==> src/rtl/alu_operand_stage.sv <==
// alu_operand_stage: execute-stage front end ahead of the ALU.
// Picks the A/B operands from register data, PC, immediate or constants.
// A single writeback source may override the register-file data.
// The selected operation then goes into a two-entry skid buffer with
// valid/ready handshakes on both sides. Nothing is computed here; the
// opcode and destination tag travel with the operands unchanged.
module alu_operand_stage #(
  parameter int XLEN    = 32,
  parameter int RADDR_W = 5
) (
  input  logic               clk_i,
  input  logic               rst_ni,
  input  logic               flush_i,
  input  logic               valid_i,
  output logic               ready_o,
  input  logic [XLEN-1:0]    rs1_data_i,
  input  logic [XLEN-1:0]    rs2_data_i,
  input  logic [RADDR_W-1:0] rs1_addr_i,
  input  logic [RADDR_W-1:0] rs2_addr_i,
  input  logic [XLEN-1:0]    imm_i,
  input  logic [XLEN-1:0]    pc_i,
  input  logic [1:0]         a_sel_i,
  input  logic [1:0]         b_sel_i,
  input  logic [4:0]         alu_op_i,
  input  logic [RADDR_W-1:0] rd_addr_i,
  input  logic               rd_we_i,
  input  logic               fwd_we_i,
  input  logic [RADDR_W-1:0] fwd_addr_i,
  input  logic [XLEN-1:0]    fwd_data_i,
  output logic               valid_o,
  input  logic               ready_i,
  output logic [XLEN-1:0]    alu_a_o,
  output logic [XLEN-1:0]    alu_b_o,
  output logic [4:0]         alu_op_o,
  output logic [RADDR_W-1:0] rd_addr_o,
  output logic               rd_we_o
);

  typedef struct packed {
    logic [XLEN-1:0]    a;
    logic [XLEN-1:0]    b;
    logic [4:0]         op;
    logic [RADDR_W-1:0] rd;
    logic               we;
  } entry_t;

  // EMPTY: nothing held; ONE: output entry valid; FULL: output and skid valid
  typedef enum logic [1:0] {
    EMPTY = 2'd0,
    ONE   = 2'd1,
    FULL  = 2'd2
  } state_t;

  state_t state_q, state_d;
  entry_t entry_p0;
  entry_t out_p1;
  entry_t skid_p1;
  logic   load_out;
  logic   load_skid;
  logic   move_skid;
  logic   accept;
  logic   pop;

  // Register x0 is hard-wired zero, so a writeback to it is never forwarded.
  function automatic logic [XLEN-1:0] bypass(input logic [XLEN-1:0]    rf_data,
                                              input logic [RADDR_W-1:0] src_addr);
    if (fwd_we_i && (fwd_addr_i == src_addr) && (src_addr != '0))
      return fwd_data_i;
    return rf_data;
  endfunction

  // Both handshake outputs decode the state register only, so ready_o has
  // no combinational dependence on ready_i.
  assign ready_o = (state_q != FULL);
  assign valid_o = (state_q != EMPTY);
  assign accept  = valid_i && ready_o;
  assign pop     = valid_o && ready_i;

  assign alu_a_o   = out_p1.a;
  assign alu_b_o   = out_p1.b;
  assign alu_op_o  = out_p1.op;
  assign rd_addr_o = out_p1.rd;
  assign rd_we_o   = out_p1.we;

  // ---- p0: operand selection with bypass, evaluated at capture time ----
  // Build the candidate entry from the current request.
  always_comb begin
    logic [XLEN-1:0] rs1_val;
    logic [XLEN-1:0] rs2_val;
    rs1_val = bypass(rs1_data_i, rs1_addr_i);
    rs2_val = bypass(rs2_data_i, rs2_addr_i);
    entry_p0 = '0;
    unique case (a_sel_i)
      2'd0:    entry_p0.a = rs1_val;
      2'd1:    entry_p0.a = pc_i;
      default: entry_p0.a = '0;
    endcase
    unique case (b_sel_i)
      2'd0:    entry_p0.b = rs2_val;
      2'd1:    entry_p0.b = imm_i;
      2'd2:    entry_p0.b = XLEN'(4);
      default: entry_p0.b = '0;
    endcase
    entry_p0.op = alu_op_i;
    entry_p0.rd = rd_addr_i;
    entry_p0.we = rd_we_i;
  end

  // Next state and load strobes for the two buffer entries; flush wins.
  always_comb begin
    state_d   = state_q;
    load_out  = 1'b0;
    load_skid = 1'b0;
    move_skid = 1'b0;
    if (flush_i) begin
      state_d = EMPTY;
    end else begin
      unique case (state_q)
        EMPTY: begin
          if (accept) begin
            state_d  = ONE;
            load_out = 1'b1;
          end
        end
        ONE: begin
          if (accept && pop) begin
            load_out = 1'b1;
          end else if (accept) begin
            state_d   = FULL;
            load_skid = 1'b1;
          end else if (pop) begin
            state_d = EMPTY;
          end
        end
        FULL: begin
          if (pop) begin
            state_d   = ONE;
            move_skid = 1'b1;
          end
        end
        default: state_d = EMPTY;
      endcase
    end
  end

  // State register.
  always_ff @(posedge clk_i or negedge rst_ni) begin
    if (!rst_ni) state_q <= EMPTY;
    else         state_q <= state_d;
  end

  // ---- p1: output and skid entries, loaded only on capture or skid move ----
  // Payload registers; outputs read zero out of reset.
  always_ff @(posedge clk_i or negedge rst_ni) begin
    if (!rst_ni) begin
      out_p1  <= '0;
      skid_p1 <= '0;
    end else begin
      if (load_out)       out_p1 <= entry_p0;
      else if (move_skid) out_p1 <= skid_p1;
      if (load_skid)      skid_p1 <= entry_p0;
    end
  end

endmodule
==> config.mk <==
export PLATFORM = sky130hd
export DESIGN_NAME = alu_operand_stage
export DESIGN_NICKNAME = d
export VERILOG_FILES = /design/src/rtl/alu_operand_stage.sv
export SDC_FILE = /design/constraint.sdc
export NUM_CORES = 1
export LEC_CHECK = 0
export BUFFER_PORTS_ARGS = -buffer_cell sky130_fd_sc_hd__buf_2
export CAP_MARGIN = 20
export CELL_PAD_IN_SITES_DETAIL_PLACEMENT = 0
export CELL_PAD_IN_SITES_GLOBAL_PLACEMENT = 1
export CORE_ASPECT_RATIO = 1.2
export CORE_UTILIZATION = 38
export CTS_BUF_LIST = sky130_fd_sc_hd__clkbuf_4 sky130_fd_sc_hd__clkbuf_8 sky130_fd_sc_hd__clkbuf_16
export CTS_CLUSTER_DIAMETER = 150
export DETAILED_ROUTE_END_ITERATION = 8
export PLACE_DENSITY = 0.91
export SLEW_MARGIN = 20
export SYNTH_ARGS = -nofsm -noshare
export SYNTH_HDL_FRONTEND = slang
export SYNTH_SLANG_ARGS = --single-unit
==> constraint.sdc <==
create_clock -name clk_i -period 2.2 [get_ports clk_i]
set_input_delay 0.44 -clock clk_i [delete_from_list [all_inputs] [get_ports clk_i]]
set_output_delay 0.44 -clock clk_i [all_outputs]
set_load 0.05 [all_outputs]
==> results of run 1 <==
Yosys cell counts (all sizes together):
| cell | number |
|---|---|
| mux2i | 65 |
| o22ai | 15 |
| nor3 | 5 |
| a21oi | 17 |
| nor2b | 7 |
| nand2b | 3 |
| clkbuf | 37 |
| a22oi | 11 |
| o21a | 11 |
| a32oi | 27 |
| a221oi | 25 |
| and3 | 2 |
| a222oi | 22 |
| nor3b | 1 |
| nor2 | 40 |
| o31ai | 10 |
| nand2 | 103 |
| a311oi | 1 |
| or2 | 3 |
| xor2 | 3 |
| nor4 | 2 |
| o21ai | 66 |
| dfrtp | 152 |
| a41oi | 10 |
| nand3 | 9 |
| a31oi | 11 |
| inv | 13 |
| a221o | 1 |
| or3 | 5 |
| buf | 34 |
| a211oi | 6 |
| a21boi | 1 |
| xnor2 | 5 |
| and2 | 2 |
| o221ai | 22 |
| nand3b | 5 |
| mux2 | 15 |
kinds of logic (layout without fill, tap and decap cells):
family                    count (synthesis)  count (layout)  synth area share (%)
and+or+nand+nor                         187             187                  11.2
DFF                                     152             152                  48.5
AOI/OAI and AO/OA                       256             256                  23.6
muxes                                    80              80                  10.5
xor gates and xnor gates                  8               8                 0.894
other                                     0               3                     0
buffers and inverters                    84             356                  5.39
through the flow:
step           worst slack [ps]  power, mW  setup TNS (ps)  util, %  instances
2_1_floorplan               362       5.33               0        -        767
3_3_place_gp               2.09       6.14               0     47.6       1271
3_5_place_dp              -37.9       6.19           -54.9     47.6       1271
4_1_cts                     256       9.02               0     50.4       1304
5_1_grt                     167       9.36               0     50.5       1305
6_report                    232       8.95               0     50.5       1307
worst min path at each step:
stage,start,end,cells after the start
2_1_floorplan,rst_ni,alu_a_o[0],0
3_3_place_gp,rst_ni,alu_b_o[8],1
3_5_place_dp,rst_ni,alu_b_o[8],1
4_1_cts,alu_op_i[1],skid_p1[7],3
5_1_grt,alu_op_i[1],skid_p1[7],3
6_report,rd_addr_i[3],skid_p1[4],3
area by class of cell:
class                      instances  area [um2]  area share, %
antenna                            3        7.51         0.0734
clock buffer                      20         448           4.38
clock inverter                    12         119           1.16
inverter                          13        48.8          0.477
multi-input combinational        531        3650           35.7
sequential                       152        3800           37.2
tap                              265         332           3.24
timing repair buffer             311        1810           17.7
routing by layer:
layer  vias up  global-route usage, %
met3        52                   5.00
li1       3455                      -
met2       354                   40.6
met5         -                      0
met4         4                   11.3
met1      3716                   33.7
sequential cells by signal, indices dropped and copies added, names as in the netlist:
name       flops
state_q        2
alu_op_o       5
rd_addr_o      5
rd_we_o        1
alu_a_o       32
alu_b_o       32
skid_p1       75
worst register-to-register path: stages (launching register included):
cell	delay, ps
dfrtp_1	460
nor2b_4	170
or3_2	550
or3_4	510
o21ai_1	200
placed cells by master, fill, tap and decap left out, drive strengths merged, types with 6 or more instances in the layout:
master	n
buf	310
dfrtp	152
nand2	103
o21ai	66
mux2i	65
nor2	40
a32oi	27
a221oi	25
o221ai	22
a222oi	22
clkbuf	20
a21oi	17
inv	17
mux2	15
o22ai	15
a31oi	11
a22oi	11
o21a	11
o31ai	10
a41oi	10
nand3	9
nor2b	7
a211oi	6
timing repair:
item                      4_1_cts  5_1_grt
gates resized for setup         0        0
hold buffers                    1        0
hold endpoints to repair       39        0
report_power, final:
group | switching [mW] | internal, mW
registers | 0.306 | 3.36
clock network | 1.20 | 1.61
logic | 1.66 | 0.821
total | 3.16 | 5.79
==> run metrics, run 1 <==
status=finished clean; Routed Wire Length=27000 um; Core Area=20300 um2; Synth Register Bits=152; top-area cell type share of the netlist area=48.5%; WL/cell=20.7 um; Clock Skews=6.50 ps; dominant cells by area after synthesis=dfrtp_1 (49%), mux2i_1 (8.3%), nand2_1 (4.9%); Max Clock Freq=508 MHz; Die Y=159 um; WL met3=1960 um; synthesized netlist net count=963; clk sinks=152; GRT overflow=0; Avg Inst Size Synth=10.2 um2; peak supply drop=0.518 mV; worst-path fanout max=22; period utilization=89.5%; Synth Warn #=0; Yosys top cell by area=dfrtp_1; sequential area share after synthesis=48.5%; final hold vios=0; all-layer global routing usage=25.5%; # rows=57; Worst-Skew Late Latency=420 ps; cells along the critical path=nor2b_4 > or3_2 > or3_4 > o21ai_1; vias in the first global route=7296; FF-to-FF End=alu_a_o[21]; Worst Path Arrival=2310 ps; critical path's slowest cell=or3_2; end of the critical path=alu_a_o[21]; drt pass-1 iters=5; antenna violations before repair=5; Distinct cells, synth=50; area grow syn2layout=30.4%; clock root buffer=clkbuf_16; Critical Path Max Stage Delay=550 ps; H-tree depth=4; die area=21200 um2; port bufs=272; top routing layer used=met5; routed vias=7581; I/O pins=273; largest net degree at the start of global routing=66; kind of critical path=register to register; RSZ-0062 raised after global routing=false; first-pass GRT wire length=41200 um; Die Span X=133 um; final instance area=10200 um2; DRC marker count from the first detailed-route iteration=656; cts bufs inserted=17; Mapped Cells=767; final period demand of the worst path=1970 ps; GPL Wtd Cong=0.881; Max-Cap Viols=0; R2R Setup Slk=230 ps; Reg2Reg Launch Point=state_q[0]; Setup crit start=state_q[0]; Leak Pwr=4.64 nW; Max-slew headroom=61.9%; vias per inst=5.80; CTS max path bufs=2; Slew Limit Fails=0; Buf+Inv Stages, Crit Path=0; fillers=1956; DP HPWL=19200 um; share of layout cells above drive strength 1=36.3%; nature of the critical path endpoint=register; CTS tree=built; worst r2r path cells=4; Worst Hold Slack=230 ps; Worst path depth=4; Clock transition at path regs=60 ps; fin nets=1222; Post-Route M1 WL=11300 um; pwr dens=875 nW/um2; Req. time, crit path=2540 ps; DRC=0; setup violators final=0; placed cell areas=9640 um2; Cell Area, Synth=7840 um2; slew of the pin with the lowest slew margin=572 ps; met2 WL=12900 um; largest delay contributor family on the critical path=simple AND/OR/NAND/NOR gates; Routed Antenna Nets=0; setup bufs post-CTS=0; Hold Path Class=input port to register; Initial Utilization=38.7%; Critical Path Start Type=register
Power figures use the tool's default switching activity.
==> inputs of run 2 (changes only) <==
- CORE_ASPECT_RATIO: 1.2 -> 2
==> run metrics, run 2 (synthesis results as in run 1) <==
status=finished clean; Core Area=20300 um2; nature of the critical path endpoint=register; GR Layer Usage met3=4.36%; GPL Wtd Cong=0.877; most common cell after layout, fill and taps aside=buf_2; WL/cell=20.7 um; switching share of power=34.9%; Slew Limit Fails=0; CTS tree=built; cells along the critical path=nor2b_4 > nor3_4 > nor2_4 > a222oi_1 > o21ai_1; period utilization=92.9%; antenna violations before repair=5; Max-slew headroom=26.2%; Worst-Skew Late Latency=420 ps; GRT overflow=0; sequential power share=40.5%; Routed Antenna Nets=0; all-layer global routing usage=25.5%; vias in the first global route=7571; DRC marker count from the first detailed-route iteration=709; drt pass-1 iters=9; M2 GR Usage=43.9%; vias per inst=5.81; fin nets=1220; critical path's slowest cell=nor2_4; fin util=50.5%; register area=3800 um2; Die Span X=104 um; clk sinks=152; DRC=0; slew of the pin with the lowest slew margin=1100 ps; Finished Layout Cells=1309; Req. time, crit path=2540 ps; fillers=1912; Multi-input gate area=3650 um2; R2R Setup Slk=160 ps; Routed Wire Length=27200 um; Most Used Layer, Global Route=met2; Clock Skews=10.7 ps; commonest non-fill, non-tap cells in the layout=buf_2 (271), dfrtp_1 (152), nand2_1 (103); Cells after DPL=1270; largest net degree at the start of global routing=50; Hold Path Class=input port to register; Worst Path Arrival=2390 ps; H-tree depth=4; port bufs=272; setup violators final=0; largest delay contributor family on the critical path=simple AND/OR/NAND/NOR gates; Critical Path Max Stage Delay=830 ps; met1 usage=29.3%; Max Clock Freq=489 MHz; Top reg by flops=skid_p1; routed vias=7602; final hold vios=0; Leak Pwr=4.64 nW; kind of critical path=register to register; first-pass GRT wire length=41400 um; setup bufs post-CTS=0; cts bufs inserted=17; max reg flops=75; DP HPWL=19800 um; Sw Pwr=3.17 mW; Die Y=205 um; area grow syn2layout=30.6%; setup ws final=155 ps; RSZ-0062 raised after global routing=false; Critical Path Start Type=register; pwr dens=888 nW/um2; pre-CTS WS=-125 ps; Buf+Inv Stages, Crit Path=0; final period demand of the worst path=2040 ps; internal power=5.91 mW; combinational fraction of design power=27.4%; Max-Cap Viols=0; I/O pins=273; share of layout cells above drive strength 1=36.2%; worst-path fanout max=39; die area=21200 um2; Initial Utilization=38.7%; Clock Power Share=32.1%; Clock transition at path regs=60 ps; clock root buffer=clkbuf_16; peak supply drop=0.483 mV; CTS max path bufs=2; # rows=74
[run 2: changes by cell type in the layout (fill, tap and decap cells not counted), sizes merged]
cell and delta:
clkinv -1, clkbuf +1, diode +3, bufinv +1
inv -2, buf -2, clkinvlp +1
[run 2: area by class of cell]
type	count	area share, %
clock buffer	21	4.51
tap	266	3.25
clock inverter	11	1.20
sequential	152	37.2
antenna	6	0.147
inverter	13	0.477
timing repair buffer	309	17.6
multi-input combinational	531	35.6
[run 2: per-layer routing]
layer / share of wire [%] / vias to the layer above
met5: 0 / -
met4: 5.4 / 0
met3: 5.8 / 85
met2: 51 / 375
met1: 38 / 3707
li1: - / 3435
[run 2: timing repair]
action | CTS | global route
hold buffers | 1 | 0
hold endpoints to repair | 45 | 0
resized for setup | 0 | 2
endpoints found under the setup margin | 0 | 11
[run 2: through the flow]
stage               total power, mW  TNS [ps]  area (um2)  hold slack [ps]
floorplan                      5.33         0        7840              144
global placement               6.14     -89.2        9620              414
detailed placement             6.21      -196        9620              416
CTS                            9.14         0       10200              204
global route                   9.48         0       10200              213
finish                         9.09         0       10200              224
[run 2: final timing paths]
kind,startpoint,to,cells past startpoint
worst max-delay path,state_q[0],alu_a_o[12],5
worst min-delay path,rd_addr_i[1],skid_p1[2],3
worst max register to register,state_q[0],alu_a_o[12],5
worst min register to register,rd_addr_o[4],rd_addr_o[4],2
max in group asynchronous,rst_ni,alu_a_o[9],3
min in group asynchronous,rst_ni,skid_p1[2],2
[run 2: power by group through the flow]
| stage | Clock [mW] | Combinational [mW] | Sequential [mW] |
|---|---|---|---|
| global placement | 0 | 2.45 | 3.69 |
| detailed placement | 0 | 2.49 | 3.71 |
| global route | 3.07 | 2.68 | 3.73 |
| CTS | 2.97 | 2.50 | 3.67 |
| finish | 2.92 | 2.49 | 3.68 |
| floorplan | 0 | 0.871 | 4.46 |
[run 2: tightest hold or removal path, stage by stage]
cell and delay [ps]:
buf_2 90, nand2_1 40, nand2_1 50
==> inputs of run 3 (changes only) <==
- CORE_ASPECT_RATIO: 2 -> default
- MAX_ROUTING_LAYER: default -> met4
==> run metrics, run 3 (synthesis results as in run 1) <==
slew of the pin with the lowest slew margin=1080 ps; fin nets=1218; RSZ-0062 raised after global routing=false; nature of the critical path endpoint=register; worst-path fanout max=39; status=finished clean; Critical Path Start Type=register; most common cell after layout, fill and taps aside=buf_2; Finished Layout Cells=1305; hold_buf cts=1; Routed Antenna Nets=0; area grow syn2layout=30.2%; CTS max path bufs=2; DRC marker count from the first detailed-route iteration=686; R2R Setup Slk=140 ps; share of layout cells above drive strength 1=35.9%; n_diodes=0; port bufs=272; Initial Utilization=38.8%; fin util=50.5%; I/O pins=273; kind of critical path=register to register; max reg flops=75; Routed Wire Length=26200 um; Leak Pwr=4.64 nW; Die Y=146 um; Reg2Reg Launch Point=state_q[1]; vias per inst=5.73; setup violators final=0; drt pass-1 iters=6; worst r2r path cells=6; clk sinks=152; combinational fraction of design power=26.7%; Cells after DPL=1272; Clock transition at path regs=70 ps; Sw Pwr=3.17 mW; H-tree depth=4; peak supply drop=0.434 mV; Clock Power Share=33.5%; Hold Path Class=input port to register; Worst-Skew Late Latency=420 ps; vias in the first global route=7403; setup bufs post-CTS=0; Slew Limit Fails=0; first-pass GRT wire length=41400 um; Req. time, crit path=2560 ps; final hold vios=0; Top reg by flops=skid_p1; Hold Path Depth=3; final period demand of the worst path=2060 ps; switching share of power=34.4%; routed vias=7483; GPL Wtd Cong=0.860; CTS tree=built; sequential power share=39.8%; Worst Path Arrival=2420 ps; internal power=6.04 mW; cts bufs inserted=17; Core Area=20200 um2; Max-slew headroom=28.0%; GRT overflow=0; Die Span X=146 um; pwr dens=902 nW/um2; Worst Hold Launch=alu_op_i[2]; commonest non-fill, non-tap cells in the layout=buf_2 (271), dfrtp_1 (152), nand2_1 (103); DRC=0; antenna violations before repair=0; largest net degree at the start of global routing=53; post-CTS sizing=0; die area=21200 um2; Max Clock Freq=485 MHz; # rows=52; WL/cell=20.1 um; period utilization=93.7%; clock root buffer=clkbuf_16; DP HPWL=18600 um; FF-to-FF End=rd_addr_o[4]; Max-Cap Viols=0; Clock Skews=13.2 ps; Hold EP=skid_p1[8]; all-layer global routing usage=25.9%
==> run 3: area by class of cell <==
class                      instances  area (um2)
fill                            1927       10000
clock buffer                      20         460
clock inverter                    12         164
multi-input combinational        531        3650
tap                              270         338
inverter                          13        48.8
timing repair buffer             307        1750
sequential                       152        3800
==> run 3: power groups by stage <==
stage	Combinational (mW)	Clock, mW	Sequential (mW)
after floorplan	0.871	0	4.46
after global placement	2.42	0	3.69
after detailed placement	2.47	0	3.70
after CTS	2.47	3.14	3.65
after global routing	2.65	3.24	3.73
final	2.46	3.08	3.67
==> run 3: stage by stage <==
step | instance area (um2) | power, mW | TNS (ps) | hold WS (ps) | setup WS (ps)
6_report | 10200 | 9.21 | 0 | 230 | 138
5_1_grt | 10200 | 9.62 | 0 | 225 | 69.2
4_1_cts | 10200 | 9.26 | 0 | 203 | 167
3_5_place_dp | 9580 | 6.17 | -14.7 | 404 | -14.7
3_3_place_gp | 9580 | 6.11 | 0 | 403 | 12.1
2_1_floorplan | 7840 | 5.33 | 0 | 144 | 362
==> run 3: worst max path at each step <==
stage	start	to	cells after the start
3_5_place_dp	rs2_addr_i[4]	alu_b_o[13]	8
4_1_cts	state_q[1]	rd_addr_o[4]	6
2_1_floorplan	fwd_addr_i[4]	alu_a_o[12]	6
3_3_place_gp	rs2_addr_i[4]	alu_b_o[13]	8
5_1_grt	state_q[1]	rd_addr_o[4]	6
6_report	state_q[1]	rd_addr_o[4]	6
==> run 3: layer usage <==
metal  up-vias  track usage (%)  routed length (um)
li1       3426                -                   -
met1      3640             34.6               11400
met2       383             39.0               12300
met3        34             6.05                2050
met4         0             8.16                 503
met5         -                -                   0
==> run 3: worst max-delay path, stage by stage (launching register included) <==
cell and delay, ps:
dfrtp_1 420, nand2b_4 200, nor3_4 50, nor2_4 820
buf_4 330, nand2_1 70, nand2_1 60
